[src/rtl/cram_frame_loader.sv]
// Configuration-memory frame loader: assembles bitstream words into frames,
// writes them out one per strobe, and optionally checks a trailing CRC-16-CCITT.
module cram_frame_loader #(
  parameter  int DATA_W     = 8,
  parameter  int FRAME_W    = 64,
  parameter  int NUM_FRAMES = 16,
  parameter  int CRC_EN     = 1,
  localparam int AW         = (NUM_FRAMES > 1) ? $clog2(NUM_FRAMES) : 1
) (
  input  logic               clk,
  input  logic               rst_n,
  input  logic               start,
  input  logic               in_valid,
  input  logic [DATA_W-1:0]  in_data,
  output logic               in_ready,
  output logic               frame_we,
  output logic [AW-1:0]      frame_addr,
  output logic [FRAME_W-1:0] frame_data,
  output logic               busy,
  output logic               done,
  output logic               crc_err
);

  localparam int WPF  = FRAME_W / DATA_W;
  localparam int CRCW = 16 / DATA_W;
  localparam int MAXW = (WPF > CRCW) ? WPF : CRCW;
  localparam int WCW  = $clog2(MAXW + 1);
  // One extra bit lets the frame counter reach NUM_FRAMES without wrapping.
  localparam int FCW  = AW + 1;

  typedef enum logic [2:0] {
    S_IDLE,
    S_LOAD,
    S_WRITE,
    S_CRC,
    S_DONE
  } state_t;

  state_t             state_q, state_d;
  logic [FCW-1:0]     frame_cnt_q, frame_cnt_d;
  logic [WCW-1:0]     word_cnt_q, word_cnt_d;
  logic [FRAME_W-1:0] shift_q, shift_d;
  logic [15:0]        crc_q, crc_d;
  logic [15:0]        rx_crc_q, rx_crc_d;
  logic [AW-1:0]      frame_addr_q, frame_addr_d;
  logic [FRAME_W-1:0] frame_data_q, frame_data_d;
  logic               crc_err_q, crc_err_d;
  logic               accept;

  // MSB-first CRC-16-CCITT over one input word.
  function automatic logic [15:0] crc_step(input logic [15:0] c,
                                           input logic [DATA_W-1:0] d);
    logic [15:0] r;
    r = c;
    for (int i = DATA_W - 1; i >= 0; i--) begin
      if (r[15] ^ d[i]) r = (r << 1) ^ 16'h1021;
      else              r = r << 1;
    end
    return r;
  endfunction

  assign in_ready   = (state_q == S_LOAD) || (state_q == S_CRC);
  assign accept     = in_valid && in_ready;
  assign frame_we   = (state_q == S_WRITE);
  assign busy       = (state_q == S_LOAD) || (state_q == S_WRITE) || (state_q == S_CRC);
  assign done       = (state_q == S_DONE);
  assign crc_err    = crc_err_q;
  assign frame_addr = frame_addr_q;
  assign frame_data = frame_data_q;

  always_comb begin
    state_d      = state_q;
    frame_cnt_d  = frame_cnt_q;
    word_cnt_d   = word_cnt_q;
    shift_d      = shift_q;
    crc_d        = crc_q;
    rx_crc_d     = rx_crc_q;
    frame_addr_d = frame_addr_q;
    frame_data_d = frame_data_q;
    crc_err_d    = crc_err_q;

    case (state_q)
      S_IDLE, S_DONE: begin
        if (start) begin
          state_d     = S_LOAD;
          crc_err_d   = 1'b0;
          frame_cnt_d = '0;
          word_cnt_d  = '0;
          shift_d     = '0;
          rx_crc_d    = '0;
          crc_d       = 16'hFFFF;
        end
      end

      S_LOAD: begin
        if (accept) begin
          shift_d    = (shift_q << DATA_W) | FRAME_W'(in_data);
          crc_d      = crc_step(crc_q, in_data);
          word_cnt_d = word_cnt_q + 1'b1;
          if (word_cnt_q == WCW'(WPF - 1)) begin
            state_d      = S_WRITE;
            frame_data_d = shift_d;
            frame_addr_d = frame_cnt_q[AW-1:0];
          end
        end
      end

      S_WRITE: begin
        word_cnt_d  = '0;
        frame_cnt_d = frame_cnt_q + 1'b1;
        if (frame_cnt_q == FCW'(NUM_FRAMES - 1)) begin
          state_d = (CRC_EN != 0) ? S_CRC : S_DONE;
        end else begin
          state_d = S_LOAD;
        end
      end

      S_CRC: begin
        if (accept) begin
          rx_crc_d   = (rx_crc_q << DATA_W) | 16'(in_data);
          word_cnt_d = word_cnt_q + 1'b1;
          if (word_cnt_q == WCW'(CRCW - 1)) begin
            crc_err_d = (rx_crc_d != crc_q);
            state_d   = S_DONE;
          end
        end
      end

      default: state_d = S_IDLE;
    endcase
  end

  always_ff @(posedge clk or negedge rst_n) begin
    if (!rst_n) begin
      state_q      <= S_IDLE;
      frame_cnt_q  <= '0;
      word_cnt_q   <= '0;
      shift_q      <= '0;
      crc_q        <= '0;
      rx_crc_q     <= '0;
      frame_addr_q <= '0;
      frame_data_q <= '0;
      crc_err_q    <= 1'b0;
    end else begin
      state_q      <= state_d;
      frame_cnt_q  <= frame_cnt_d;
      word_cnt_q   <= word_cnt_d;
      shift_q      <= shift_d;
      crc_q        <= crc_d;
      rx_crc_q     <= rx_crc_d;
      frame_addr_q <= frame_addr_d;
      frame_data_q <= frame_data_d;
      crc_err_q    <= crc_err_d;
    end
  end

endmodule

[config.mk]
export PLATFORM = sky130hd
export DESIGN_NAME = cram_frame_loader
export DESIGN_NICKNAME = d
export VERILOG_FILES = /design/src/rtl/cram_frame_loader.sv
export SDC_FILE = /design/constraint.sdc
export NUM_CORES = 1
export LEC_CHECK = 0
export ABC_AREA = 1
export CORE_UTILIZATION = 59
export CTS_CLUSTER_DIAMETER = 200
export DETAILED_ROUTE_END_ITERATION = 6
export HOLD_SLACK_MARGIN = 0.12
export PLACE_DENSITY = 0.84
export SLEW_MARGIN = 10
export SYNTH_ARGS = -nofsm -noshare
export SYNTH_HDL_FRONTEND = slang
export SYNTH_SLANG_ARGS = --single-unit
[constraint.sdc]
create_clock -name clk -period 2.9 [get_ports clk]
set_input_delay 0.58 -clock clk [delete_from_list [all_inputs] [get_ports clk]]
set_output_delay 0.58 -clock clk [all_outputs]
set_load 0.01 [all_outputs]
Word level (Yosys, flattened, before mapping)
Cells that the tools add are included.
{ "word_totals": {"input_bits": 12, "ff_bits": 161, "word_cells": 108, "out_inout_bits": 73} }
{ "classes": {"bitwise": 18, "muxes": 47, "eq_ne": 14, "reduce_logical": 18, "add_sub_neg": 2} }
{ "op_table": {"columns": ["operator", "n"], "rows": [
  ["$mux 16", 16],
  ["$mux 56", 2],
  ["$pmux 56 s2", 1],
  ["$mux 13", 8],
  ["$or 64x8->64", 1],
  ["$pmux 16 s2", 1],
  ["$not 3->3", 8],
  ["$mux 8", 2],
  ["$ne 16x16->1", 1],
  ["$or 16x8->16", 1],
  ["$pmux 8 s2", 1],
  ["$mux 3", 5],
  ["$pmux 3 s4", 1],
  ["$pmux 4 s3", 1],
  ["$reduce_and 3->1", 4],
  ["$pmux 5 s2", 1],
  ["$mux 4", 2],
  ["$xor 1x1->1", 8],
  ["$eq 3x2->1 const B", 2],
  ["$ne 2x1->1 const B", 3],
  ["$ne 2x2->1 const B", 3],
  ["$reduce_bool 2->1", 3],
  ["$add 5x1->5 const B", 1],
  ["$eq 5x4->1 const B", 1],
  ["17 further kinds", 22]
]} }

Longest topological paths before layout
Gate-level depths: netlist of run 1.
{ "depth": {"word_depth": 33, "depth_mapped": 10, "mapped_depth_nobuf": 10} }

Least setup slack after synthesis of run 1
Ideal clock, no wire load.
{ "synth_path": {"path_kind": "input-to-reg", "start": "input port in_valid", "end": "register frame_data_q[23], in the netlist frame_data[23]", "setup_slack_ns": 1.443, "required_time_ns": 2.770, "arrival_ns": 1.327, "n_path_buf": 2, "setup_ns": 0.130, "path_stages": 7, "cell_sequence": "inv_1 > nor2_4 > nand2_2 > buf_4 > buf_2 > nand2_1 > o21ai_1"} }
{ "synth_via": {"elab_chain_cells": 2} }
{ "synth_rtl": {"columns": ["element", "line_no", "text"], "rows": [
  ["from (decl)", "13", "input logic in_valid,"],
  ["$logic_and 1x1->1", "63", "assign accept = in_valid && in_ready;"],
  ["$reduce_and 3->1 (no line)", null, null],
  ["to (signal assigned)", "152", "frame_data_q <= frame_data_d;"],
  ["to (decl)", "46", "logic [FRAME_W-1:0] frame_data_q, frame_data_d;"]
]} }
Every way passes these cells.
A chain may end at the register's enable or synchronous reset.

Worst setup path in the final report of run 1
{ "layout_path": {"start": "register state_q[2]", "end": "output port frame_we"} }
{ "layout_via": {"elab_chain_cells": 1} }
{ "layout_rtl": {"columns": ["element", "line_no", "text"], "rows": [
  ["from (decl)", "39", "state_t state_q, state_d;"],
  ["from (signal assigned)", "145", "state_q <= state_d;"],
  ["$eq 3x2->1", "64", "assign frame_we = (state_q == S_WRITE);"],
  ["to (decl)", "16", "output logic frame_we,"]
]} }
Every way passes these cells.

==> flow_summary.json, run 1 <==
{
  "outcome": "completed",
  "core_area_mm2": 0.0109,
  "overflow": 0,
  "grtUsageTotal": 0.295,
  "r2r_slack_ns": 1.16,
  "antenna_cells": 0,
  "total_power_uw": 9080,
  "max_stage_delay_ns": 0.61,
  "finClkSkew_ns": 0.00910,
  "final_layout_size_suffix_gt1_frac": 0.0669,
  "hold_violations": 0,
  "leakagePower_uw": 0.00402,
  "worstSetupPathType": "flip-flop to output port",
  "cts_buffers": 17,
  "area_growth_syn_to_layout_pct": 24.8,
  "hold_path.class": "input pin to asynchronous set/reset pin",
  "grt_max_degree": 81,
  "start_util": 0.609,
  "die_w_um": 108,
  "multiInputGateArea_mm2": 0.00203,
  "period_share": 0.842,
  "drv_cap": 0,
  "synthFlopType": "dfrtp_1",
  "fill_cells": 735,
  "crit_path_cell_trace": "nor3_2, clkdlybuf4s50_1",
  "regArea_mm2": 0.00403,
  "final_area_mm2": 0.00832,
  "critPathSlowestCell": "clkdlybuf4s50_1",
  "powerDensity_mw_per_mm2": 1090,
  "ys_warn_count": 0,
  "ys_types": 28,
  "required_ns": 2.32,
  "syn_inst": 740,
  "drc": 0,
  "r2r_cells": 9,
  "row_count": 38,
  "post-synth-top-count-cell": "nand2_1",
  "routed_via_density": 5.50,
  "synth_async_sr_flop_share": 1.00,
  "reg2reg_from": "state_q[2]",
  "synthTopCellsByCount": "202 x nand2_1, 161 x dfrtp_1, 121 x inv_1",
  "antenna_found_initial": 0,
  "synth_enable_flop_cells": 0,
  "clk-insertion-delay-late_ns": 0.43,
  "dp_hpwl_um": 10200,
  "cts_max_level": 4,
  "finalNetCount": 841,
  "wl_per_cell_um": 16.1,
  "synth.avg_cell_area_um2": 9.00,
  "grt_pass1_wl_um": 25900,
  "cts_num_sinks": 161,
  "ioPinCount": 85,
  "worstPathArrival_ns": 1.86,
  "ys_ff_latch": 161,
  "dp.cells": 946,
  "path_buf_inv": 1,
  "clk_pin_slew_ns": 0.06,
  "cp-startpoint": "state_q[2]",
  "netlist_area_mm2": 0.00666,
  "synth_nets": 756,
  "slew_headroom": 0.506,
  "routabilityCongestion": 0.917,
  "crit_path_end_kind": "output port",
  "place_area_mm2": 0.00767,
  "period_minus_slack_ns": 2.44,
  "fin_util": 0.760,
  "setup_violations": 0,
  "worstMarginPinSlew_ns": 0.741,
  "drt_pass1_iterations": 5,
  "clockBufferDepth": 2,
  "ys_top_cells_by_area": "dfrtp_1 60%, nand2_1 11%, inv_1 6.8%, o22ai_1 6.6%, o21ai_1 3.7%",
  "synth_top_area_frac": 0.605,
  "layoutNonFillerInstCount": 977,
  "yosysTopAreaCell": "dfrtp_1",
  "first_iter_violations": 417,
  "drt_wl_total_um": 15700,
  "clock-root-buffer": "clkbuf_16",
  "postCtsSetupRepairBufs": 0,
  "ir_drop_uv": 649,
  "die_h_um": 108,
  "max_freq_ghz": 0.409,
  "die-area_mm2": 0.0117,
  "portBuffers": 84,
  "finalSetupTns_ns": 0,
  "post_cts_resized": 0,
  "startpoint_type": "flip-flop",
  "first_global_vias": 5334,
  "postRouteAntennaNets": 0,
  "drv_slew": 0,
  "reg2reg_to": "crc_err",
  "ys_seq_area_frac": 0.605,
  "path_delay_family": "buffers and inverters",
  "critical_path.max_fanout": 6,
  "vias": 5378,
  "cts_tree": "built",
  "rsz0062_at_grt": "false",
  "postCtsHoldBufs": 0
}
## worst max path at each step
stage / end / slack (ns) / cells after the start
4_1_cts: frame_we / 0.44 / 2
3_3_place_gp: shift_q[41] / 0.73 / 7
5_1_grt: frame_we / 0.32 / 3
6_report: frame_we / 0.46 / 2
3_5_place_dp: shift_q[42] / 0.65 / 7
2_1_floorplan: frame_data[23] / 1.44 / 7
## cells by family (layout without fill, tap and decap cells)
| logic type | Yosys count | after routing | synth area share |
|---|---|---|---|
| buf+inv | 153 | 250 | 0.0913 |
| fa+ha+maj | 4 | 4 | 0.00751 |
| xor+xnor | 5 | 5 | 0.00657 |
| simple gates | 262 | 262 | 0.159 |
| flops | 161 | 161 | 0.605 |
| compound gates | 155 | 155 | 0.131 |
## worst register-to-register path: cells and delay by family (launching register included)
| family | cells | cell delay [ns] |
|---|---|---|
| buffers and inverters | 2 | 0.25 |
| AND/OR/NAND/NOR | 7 | 0.99 |
| flip-flops | 1 | 0.43 |
## metrics by stage
| stage | worst slack [ns] | hold slack (ns) |
|---|---|---|
| 2_1_floorplan | 1.44 | 0.284 |
| 3_3_place_gp | 0.726 | 0.468 |
| 3_5_place_dp | 0.650 | 0.469 |
| 4_1_cts | 0.439 | 0.226 |
| 5_1_grt | 0.317 | 0.247 |
| 6_report | 0.458 | 0.197 |
## placed cells by master (no fill, tap or decap), types with 5 or more instances in the layout
master and instances:
inv_1 121, o21ai_0 28, buf_4 6, clkdlybuf4s50_1 83, nor2_1 22, nand2_1 201
o22ai_1 70, o21ai_1 49, clkbuf_16 17, nand3_1 26, a21oi_1 5, dfrtp_1 161
## power by group
part | switching [uW] | internal, uW | total [uW] | leakage, uW
Clock | 898 | 1510 | 2410 | 0.000310
Combinational | 1890 | 1290 | 3180 | 0.00158
Sequential | 453 | 3040 | 3490 | 0.00213
Total | 3240 | 5840 | 9080 | 0.00402
## metal layers
metal  GRT usage  vias to the layer above  share of wire
li1            -                     2547              -
met1       0.385                     2583           0.42
met2       0.477                      211           0.50
met3      0.0675                       37          0.056
met4       0.126                        0          0.024
met5           0                        -              0
## sequential cells by signal, indices dropped and copies added, names as in the netlist
name / flops
frame_addr: 4
word_cnt_q: 4
frame_cnt_q: 5
crc_err: 1
shift_q: 56
frame_data: 64
crc_q: 16
rx_crc_q: 8
state_q: 3
## final cells by class
type	count	share of cell area
Sequential cell	161	0.485
Multi-Input combinational cell	426	0.245
Inverter	125	0.0564
Tap cell	140	0.0211
Clock buffer	20	0.0561
Timing Repair Buffer	94	0.116
Clock inverter	11	0.0211
Power figures use the tool's default switching activity.
==> inputs of run 2 (changes only) <==
Settings changed: CORE_UTILIZATION 59 to 55, PLACE_DENSITY 0.84 to 0.79.
Clock period 2.9 ns to 2.3 ns, I/O delays scaled along.
==> run 2 against run 1 <==
- the flow now finishes with violations (design-rule violations)
- utilization down 4.6 points
- cell area is 0.21% lower
- register-to-register slack got worse by 0.64 ns
- combinational power up 27%
- clock power rose by 14%
- largest cell class unchanged
- largest power group unchanged
- highest routed layer unchanged
==> flow_summary.json, run 2 (synthesis results as in run 1) <==
{
  "clk_pin_slew_ns": 0.06,
  "crit_path_cell_trace": "inv_1, nand3_2, nand2_2, clkdlybuf4s50_1",
  "dp_hpwl_um": 10400,
  "violations": "design-rule violations",
  "grt_pass1_wl_um": 25600,
  "dp.cells": 950,
  "wl_per_cell_um": 15.5,
  "core_area_mm2": 0.0116,
  "layoutNonFillerInstCount": 983,
  "ioPinCount": 85,
  "final_layout_size_suffix_gt1_frac": 0.0679,
  "finClkSkew_ns": 0.00608,
  "overflow": 0,
  "top_layer": "met4",
  "finalSetupTns_ns": 0,
  "powerDensity_mw_per_mm2": 1350,
  "hp-start": "frame_addr[1]",
  "start_util": 0.574,
  "die_w_um": 112,
  "timing.final.ws_setup_ns": 0.102,
  "vias": 5286,
  "portBuffers": 84,
  "drc": 10,
  "first_global_vias": 5247,
  "fill_cells": 865,
  "die_h_um": 112,
  "final_common_cell": "nand2_1",
  "hold_path.class": "flip-flop to flip-flop",
  "max_freq_ghz": 0.455,
  "worstSetupPathType": "flip-flop to output port",
  "grtUsageTotal": 0.262,
  "drt_wl_total_um": 15200,
  "hold_violations": 0,
  "finalNetCount": 844,
  "drv_slew": 0,
  "required_ns": 1.84,
  "critical_path.max_fanout": 4,
  "ir_drop_uv": 620,
  "antenna_found_initial": 0,
  "cts_tree": "built",
  "total_power_uw": 11200,
  "cp-startpoint": "state_q[1]",
  "final_area_mm2": 0.00830,
  "place_ws_ns": 0.181,
  "clock-root-buffer": "clkbuf_16",
  "wl_met2_um": 7680,
  "cts_buffers": 17,
  "drv_cap": 0,
  "reg2reg_from": "word_cnt_q[0]",
  "critPathSlowestCell": "clkdlybuf4s50_1",
  "leakagePower_uw": 0.00401,
  "routabilityCongestion": 0.890,
  "cts_num_sinks": 161,
  "drt-met1-wl_um": 6550,
  "antenna_cells": 0,
  "clk-insertion-delay-late_ns": 0.42,
  "period_share": 0.955,
  "worstMarginPinSlew_ns": 0.628,
  "postRouteAntennaNets": 0,
  "outcome": "finished with violations",
  "crit_path_end_kind": "output port",
  "rsz0062_at_grt": "false",
  "die-area_mm2": 0.0126,
  "row_count": 39,
  "startpoint_type": "flip-flop",
  "clockBufferDepth": 2,
  "max_stage_delay_ns": 0.53,
  "final_cell_mix": "201 x nand2_1, 161 x dfrtp_1, 121 x inv_1, 83 x clkdlybuf4s50_1, 70 x o22ai_1",
  "place_area_mm2": 0.00770,
  "routed_via_density": 5.38,
  "route.met3.wl_um": 722,
  "drt_pass1_iterations": 7,
  "slew_headroom": 0.581,
  "largest_reg_flops": 64,
  "setup_violations": 0,
  "grt_max_degree": 61,
  "area_growth_syn_to_layout_pct": 24.5,
  "cts_max_level": 4,
  "worstPathArrival_ns": 1.74,
  "first_iter_violations": 493,
  "period_minus_slack_ns": 2.20
}
run 2: cell types whose count changed in the layout (fill, tap and decap cells not counted), sizes merged:
cell | previous run | this run
clkbuf | 20 | 22
inv | 129 | 126
buf | 11 | 13
bufinv | 4 | 2
clkinv | 1 | 3
clkinvlp | 2 | 3
dlygate4sd3 | 0 | 1
run 2: worst paths after layout:
check,endpoint,slack (ns),depth (start not counted)
min in group asynchronous,frame_data[23],0.55,2
setup / recovery,in_ready,0.10,4
hold reg to reg,frame_addr[1],0.48,2
hold / removal,frame_addr[1],0.48,2
setup reg to reg,frame_data[3],0.52,7
max in group asynchronous,crc_q[1],1.07,3
run 2: per-stage QoR:
stage	hold WS [ns]	utilization
after floorplan	0.164	-
after global placement	0.434	0.663
after detailed placement	0.438	0.663
after CTS	0.487	0.714
after global routing	0.510	0.715
final	0.482	0.715
run 2: metal layers:
metal | up-vias | GRT usage
met1 | 2557 | 0.350
met4 | 0 | 0.0933
li1 | 2551 | -
met3 | 20 | 0.0432
met2 | 158 | 0.437
met5 | - | 0
run 2: timing repair:
action | CTS | global route
endpoints found under the hold margin | 48 | 0
buffers inserted | 0 | 1
hold buffers | 1 | 0
setup endpoints to repair | 0 | 2
resized for setup | 0 | 1
run 2: critical path: cells and delay by family, from the launching register on:
| family | cells | cell delay (ns) |
|---|---|---|
| AND/OR/NAND/NOR | 2 | 0.26 |
| flip-flops | 1 | 0.41 |
| buffers and inverters | 2 | 0.64 |
run 2: area by class of cell:
class	count	area (um2)	share of cell area
flip-flops and latches	161	4030	0.486
multi-input cells	426	2040	0.245
repair buffers	97	1000	0.121
clock buffers	22	474	0.0571
inverters	125	469	0.0565
well taps	143	179	0.0216
clock inverters	9	106	0.0128
run 2: where the power goes:
group / internal [uW] / leakage (uW) / switching (uW)
registers: 3830 / 0.00213 / 553
clock network: 1670 / 0.000278 / 1080
logic: 1670 / 0.00160 / 2360
total: 7180 / 0.00401 / 3990
==> inputs of run 3 (changes only) <==
Settings changed: SKIP_LAST_GASP set to 1.
==> results of run 3 <==
Same layout as run 2: the final DEF is identical, and so are final timing and power.
==> patch 1, RTL diff (flow settings as in run 3) <==
`DATA_W`: 8 -> 32.
--- a/src/rtl/cram_frame_loader.sv
+++ b/src/rtl/cram_frame_loader.sv
@@ -2,5 +2,5 @@
 // writes them out one per strobe, and optionally checks a trailing CRC-16-CCITT.
 module cram_frame_loader #(
-  parameter  int DATA_W     = 8,
+  parameter  int DATA_W     = 32,
   parameter  int FRAME_W    = 64,
   parameter  int NUM_FRAMES = 16,
Ports: changed (resized in_data); port bits go from 85 to 109. The function was not compared with the original's and may differ.
==> patch 1 against run 3 <==
The flow finishes with violations (design-rule violations, negative setup slack). Sequential cell count down 34. Cell area up 26%. Synthesized area down 1.0%. Worst setup slack worse by 0.46 ns. Critical path depth up 16. Wire length up 61%. Utilization up 19 points. Critical endpoint is now crc_q[9]$_DFFE_PN0P_. Largest cell class is now multi-input gates.
Power is left out: the tool's default activity adds up to more than one toggle a clock period on the data nets, which glitch-free logic cannot reach.
==> patch 1: results (changes against run 3) <==
| Metric | Value |
|---|---|
| Status | `finished with violations` |
| Failing checks | `design-rule violations, negative setup slack` |
| Cell variety after synth | `30 (+7.1%)` |
| Synth top cells by count | `nand2_1, inv_1, dfrtp_1` |
| Met1 Usage GRT | `47.9% (+13 points)` |
| Crit path max-delay cell type | `dfrtp_1` |
| Register-to-Register Path Depth | `20 (+13)` |
| Worst setup margin | `-0.354 ns (-0.456 ns)` |
| Critical path arrival | `2.98 ns (+1.24 ns)` |
| Fin Clk Skew | `0.0104 ns (+0.00427 ns)` |
| # nets final | `1125 (+33%)` |
| GPL Wtd Cong | `0.917 (+3.1%)` |
| Crit path max fanout | `4 (unchanged)` |
| Crit path from | `crc_q[15]$_DFFE_PN0P_` |
| Nets in the synthesized netlist | `869 (+15%)` |
| Fill count | `483 (-44%)` |
| CTS buffer count | `17 (unchanged)` |
| Met2 Use GR | `64.1% (+20 points)` |
| Port Buf Inserts | `108 (+29%)` |
| Worst Tran Pin Value | `0.506 ns (-0.122 ns)` |
| Total wire length | `24500 um (+61%)` |
| Largest net degree at the start of global routing | `137 (+120%)` |
| Vias per inst | `5.71 (+6.2%)` |
| Setup violations, final | `16 (+16)` |
| Ratio of cells with drive above 1 in the final layout | `34.7% (+28 points)` |
| Max incr delay on CP | `0.43 ns (-0.10 ns)` |
| Most frequent cell after synthesis | `nand2_1` |
| First-pass GRT wire length | `35600 um (+39%)` |
| Flop2flop setup slack | `-0.35 ns (-0.87 ns)` |
| Leading post-synthesis cells by cell area | `dfrtp_1, nand2_1, inv_1` |
| DR iter-0 viols | `839 (+70%)` |
| Initial antenna violation count | `0 (unchanged)` |
| Max reg flops | `64 (unchanged)` |
| GRT Util Overall | `37.6% (+11 points)` |
| Met3 global-route usage | `7.57% (+3.2 points)` |
| Vias in the first global route | `6759 (+29%)` |
| Seq/Total Area, Yosys | `48.2% (-12 points)` |
| Drc violations | `15 (+5)` |
| Dpl hpwl | `14800 um (+43%)` |
| Worst setup path endpoint | `crc_q[9]$_DFFE_PN0P_` |
[patch 1: worst min path at each step]
stage | startpoint | to | slack, ns | depth (start not counted)
floorplan | rst_n | crc_err$_DFFE_PN0P_ | 0.16 | 0
global placement | rst_n | frame_data[37]$_DFFE_PN0P_ | 0.40 | 1
detailed placement | rst_n | frame_data[32]$_DFFE_PN0P_ | 0.41 | 1
CTS | frame_data[6]$_DFFE_PN0P_ | frame_data[6]$_DFFE_PN0P_ | 0.49 | 2
global route | frame_data[49]$_DFFE_PN0P_ | frame_data[49]$_DFFE_PN0P_ | 0.51 | 2
finish | frame_data[54]$_DFFE_PN0P_ | frame_data[54]$_DFFE_PN0P_ | 0.49 | 2
[patch 1: through the flow]
step	util, %	std cells	instance area (um2)	worst slack (ns)	setup TNS, ns
floorplan	-	829	6600	0.0133	0
global placement	75.1	1175	8680	-0.788	-10.94
detailed placement	75.1	1175	8680	-0.810	-11.45
CTS	84.8	1224	9800	-0.106	-0.846
global route	90.2	1239	10400	-0.478	-5.07
finish	90.2	1239	10400	-0.354	-3.68
[patch 1: final cells by class]
| cell class | count | area, um2 | share of cell area (%) |
|---|---|---|---|
| Clock buffer | 20 | 447 | 4.28 |
| Clock inverter | 10 | 114 | 1.09 |
| Inverter | 139 | 532 | 5.10 |
| Multi-Input combinational cell | 541 | 3700 | 35.5 |
| Sequential cell | 127 | 3180 | 30.5 |
| Tap cell | 143 | 179 | 1.72 |
| Timing Repair Buffer | 259 | 2280 | 21.8 |
[patch 1: kinds of logic after synthesis]
kind of cell	Yosys count	share of synthesized area, %
AOI/OAI and AO/OA	134	11.2
muxes	1	0.152
adders and majority gates	4	0.759
buffers and inverters	161	9.16
and+or+nand+nor	355	24.1
DFF	127	48.2
xor gates and xnor gates	47	6.47
[patch 1: metal layers]
metal / vias to the layer above / part of all wire [%]
li1: 3129 / -
met1: 3452 / 39
met2: 385 / 50
met3: 107 / 6.9
met4: 0 / 4.4
met5: - / 0
[patch 1: repair_timing]
item | in CTS | in global routing
pin swaps | 47 | 54
resized for setup | 116 | 114
hold buffers | 1 | 0
setup buffers | 18 | 15
hold endpoints to repair | 25 | 0
setup endpoints to repair | 16 | 41
[patch 1: worst max-delay path, delay by kind of cell (launching register included)]
kind / cells / cell delay (ns)
buf+inv: 6 / 0.65
flops: 1 / 0.43
compound gates: 1 / 0.10
simple gates: 13 / 1.39
==> patch 2, RTL diff (config.mk and constraints of run 3) <==
Made on the original files. Re-encode `state_t` (5 states) as one-hot, 5 bits wide.
--- a/src/rtl/cram_frame_loader.sv
+++ b/src/rtl/cram_frame_loader.sv
@@ -29,10 +29,10 @@
   localparam int FCW  = AW + 1;
 
-  typedef enum logic [2:0] {
-    S_IDLE,
-    S_LOAD,
-    S_WRITE,
-    S_CRC,
-    S_DONE
+  typedef enum logic [4:0] {
+    S_IDLE  = 5'b00001,
+    S_LOAD  = 5'b00010,
+    S_WRITE = 5'b00100,
+    S_CRC   = 5'b01000,
+    S_DONE  = 5'b10000
   } state_t;
 
Check against the original RTL: same outputs for any inputs over 10 cycles, from zero or initial values and one cycle with rst_n low; not proved beyond that.
==> patch 2 against run 3 <==
First-iteration DRC count fell by 6.3%. Largest cell class unchanged. Power fell by 20%. Wire length increased by 6.3%. Sequential power fell by 21%. Via count increased by 14%. Worst setup slack worse by 0.076 ns. Sequential cell count rose by 2. Cell area increased by 8.1%. Count of clock-buffer cells in the layout decreased by 2. Critical path depth did not move. Maximum frequency shrank 3.3%. Synthesized area grew 8.6%.
==> patch 2: results (changes against run 3) <==
| Metric | Value |
|---|---|
| RR Startpoint | `state_q[1]$_DFFE_PN0P_` |
| Cell variety after synth | `26 (-7.1%)` |
| Length of routed met2 wiring | `7770 um (+1.2%)` |
| Placed cell area | `0.00825 mm2 (+7.2%)` |
| Worst setup path endpoint | `frame_we` |
| GRT Util Overall | `25.3% (-0.91 points)` |
| Multi-input gates | `645 (+51%)` |
| Hold_ws | `0.478 ns (-0.00400 ns)` |
| Hold wc startpoint | `shift_q[50]$_DFFE_PN0P_` |
| CLK BUF | `20 (-9.1%)` |
| WL/cell | `13.8 um (-11%)` |
| Worst Tran Pin Value | `0.485 ns (-0.143 ns)` |
| Dpl hpwl | `10200 um (-1.9%)` |
| Seq/Total Area, Yosys | `56.4% (-4.1 points)` |
| Met1 wire length | `7220 um (+10%)` |
| Fill count | `1007 (+16%)` |
| Max VDD drop | `0.000643 V (+3.7%)` |
| First-pass GRT wire length | `26200 um (+2.3%)` |
| Pleak | `0.00449 uW (+12%)` |
| Comb pwr share | `26.1% (-10 points)` |
| DRT Pass-1 Iters | `5 (-2)` |
| Buffering overhead | `11.8% (-0.27 points)` |
| Flop2flop setup slack | `0.41 ns (-0.11 ns)` |
| Synth top cells by count | `nand2_1, dfrtp_1, o21ai_0` |
| Vias per inst | `5.13 (-4.6%)` |
| Sequential cell area | `0.00408 mm2 (+1.3%)` |
| # nets final | `1002 (+19%)` |
| Hold EP | `frame_data[58]$_DFFE_PN0P_` |
| Final-layout clock-cell area share | `7.30% (+0.30 points)` |
| Final Cycle Share | `98.8% (+3.3 points)` |
| Critical path arrival | `1.81 ns (+0.07 ns)` |
| Place WS | `0.188 ns (+0.00730 ns)` |
| Net switching power | `3020 uW (-24%)` |
| Ratio of cells with drive above 1 in the final layout | `6.91% (+0.13 points)` |
| Logic inverters | `55 (-56%)` |
| Pint | `5860 uW (-18%)` |
| DR iter-0 viols | `462 (-6.3%)` |
| Fin Clk Skew | `0.00635 ns (+0.000271 ns)` |
| Vias in the first global route | `5451 (+3.9%)` |
| Bufs w/o clock | `104 (+7.2%)` |
| R2R Path End | `shift_q[22]$_DFFE_PN0P_` |
| Nets in the synthesized netlist | `922 (+22%)` |
| Status | `complete, no violations` |
| GPL Wtd Cong | `0.928 (+4.4%)` |
| Total length of routed met3 wires | `927 um (+28%)` |
-- patch 2: cell families (layout without fill, tap and decap cells) --
group                    after synthesis  in the layout  share of synthesized area (%)
flip-flops                           163            163                           56.4
AND/OR/NAND/NOR                      521            521                           28.0
buffers and inverters                 98            190                           5.98
XOR/XNOR                              10             10                           1.21
adder cells (fa/ha/maj)                4              4                          0.691
AO/OA/AOI/OAI                        110            110                           7.73
-- patch 2: worst max-delay path, cell delays in order, from the launching register on --
cell	delay (ns)
dfrtp_1	0.45
nor2_4	0.14
nand4_1	0.14
inv_2	0.13
clkdlybuf4s50_1	0.54
-- patch 2: routing by layer --
| metal | global-route usage, % | vias up |
|---|---|---|
| li1 | - | 2988 |
| met5 | 0 | - |
| met3 | 4.98 | 25 |
| met4 | 9.20 | 0 |
| met1 | 33.7 | 2808 |
| met2 | 41.3 | 180 |
-- patch 2: through the flow --
step                      cells  util [%]
after global routing       1170      70.5
final                      1170      70.5
after CTS                  1169      70.3
after detailed placement   1134      64.8
after global placement     1134      64.8
after floorplan             906         -
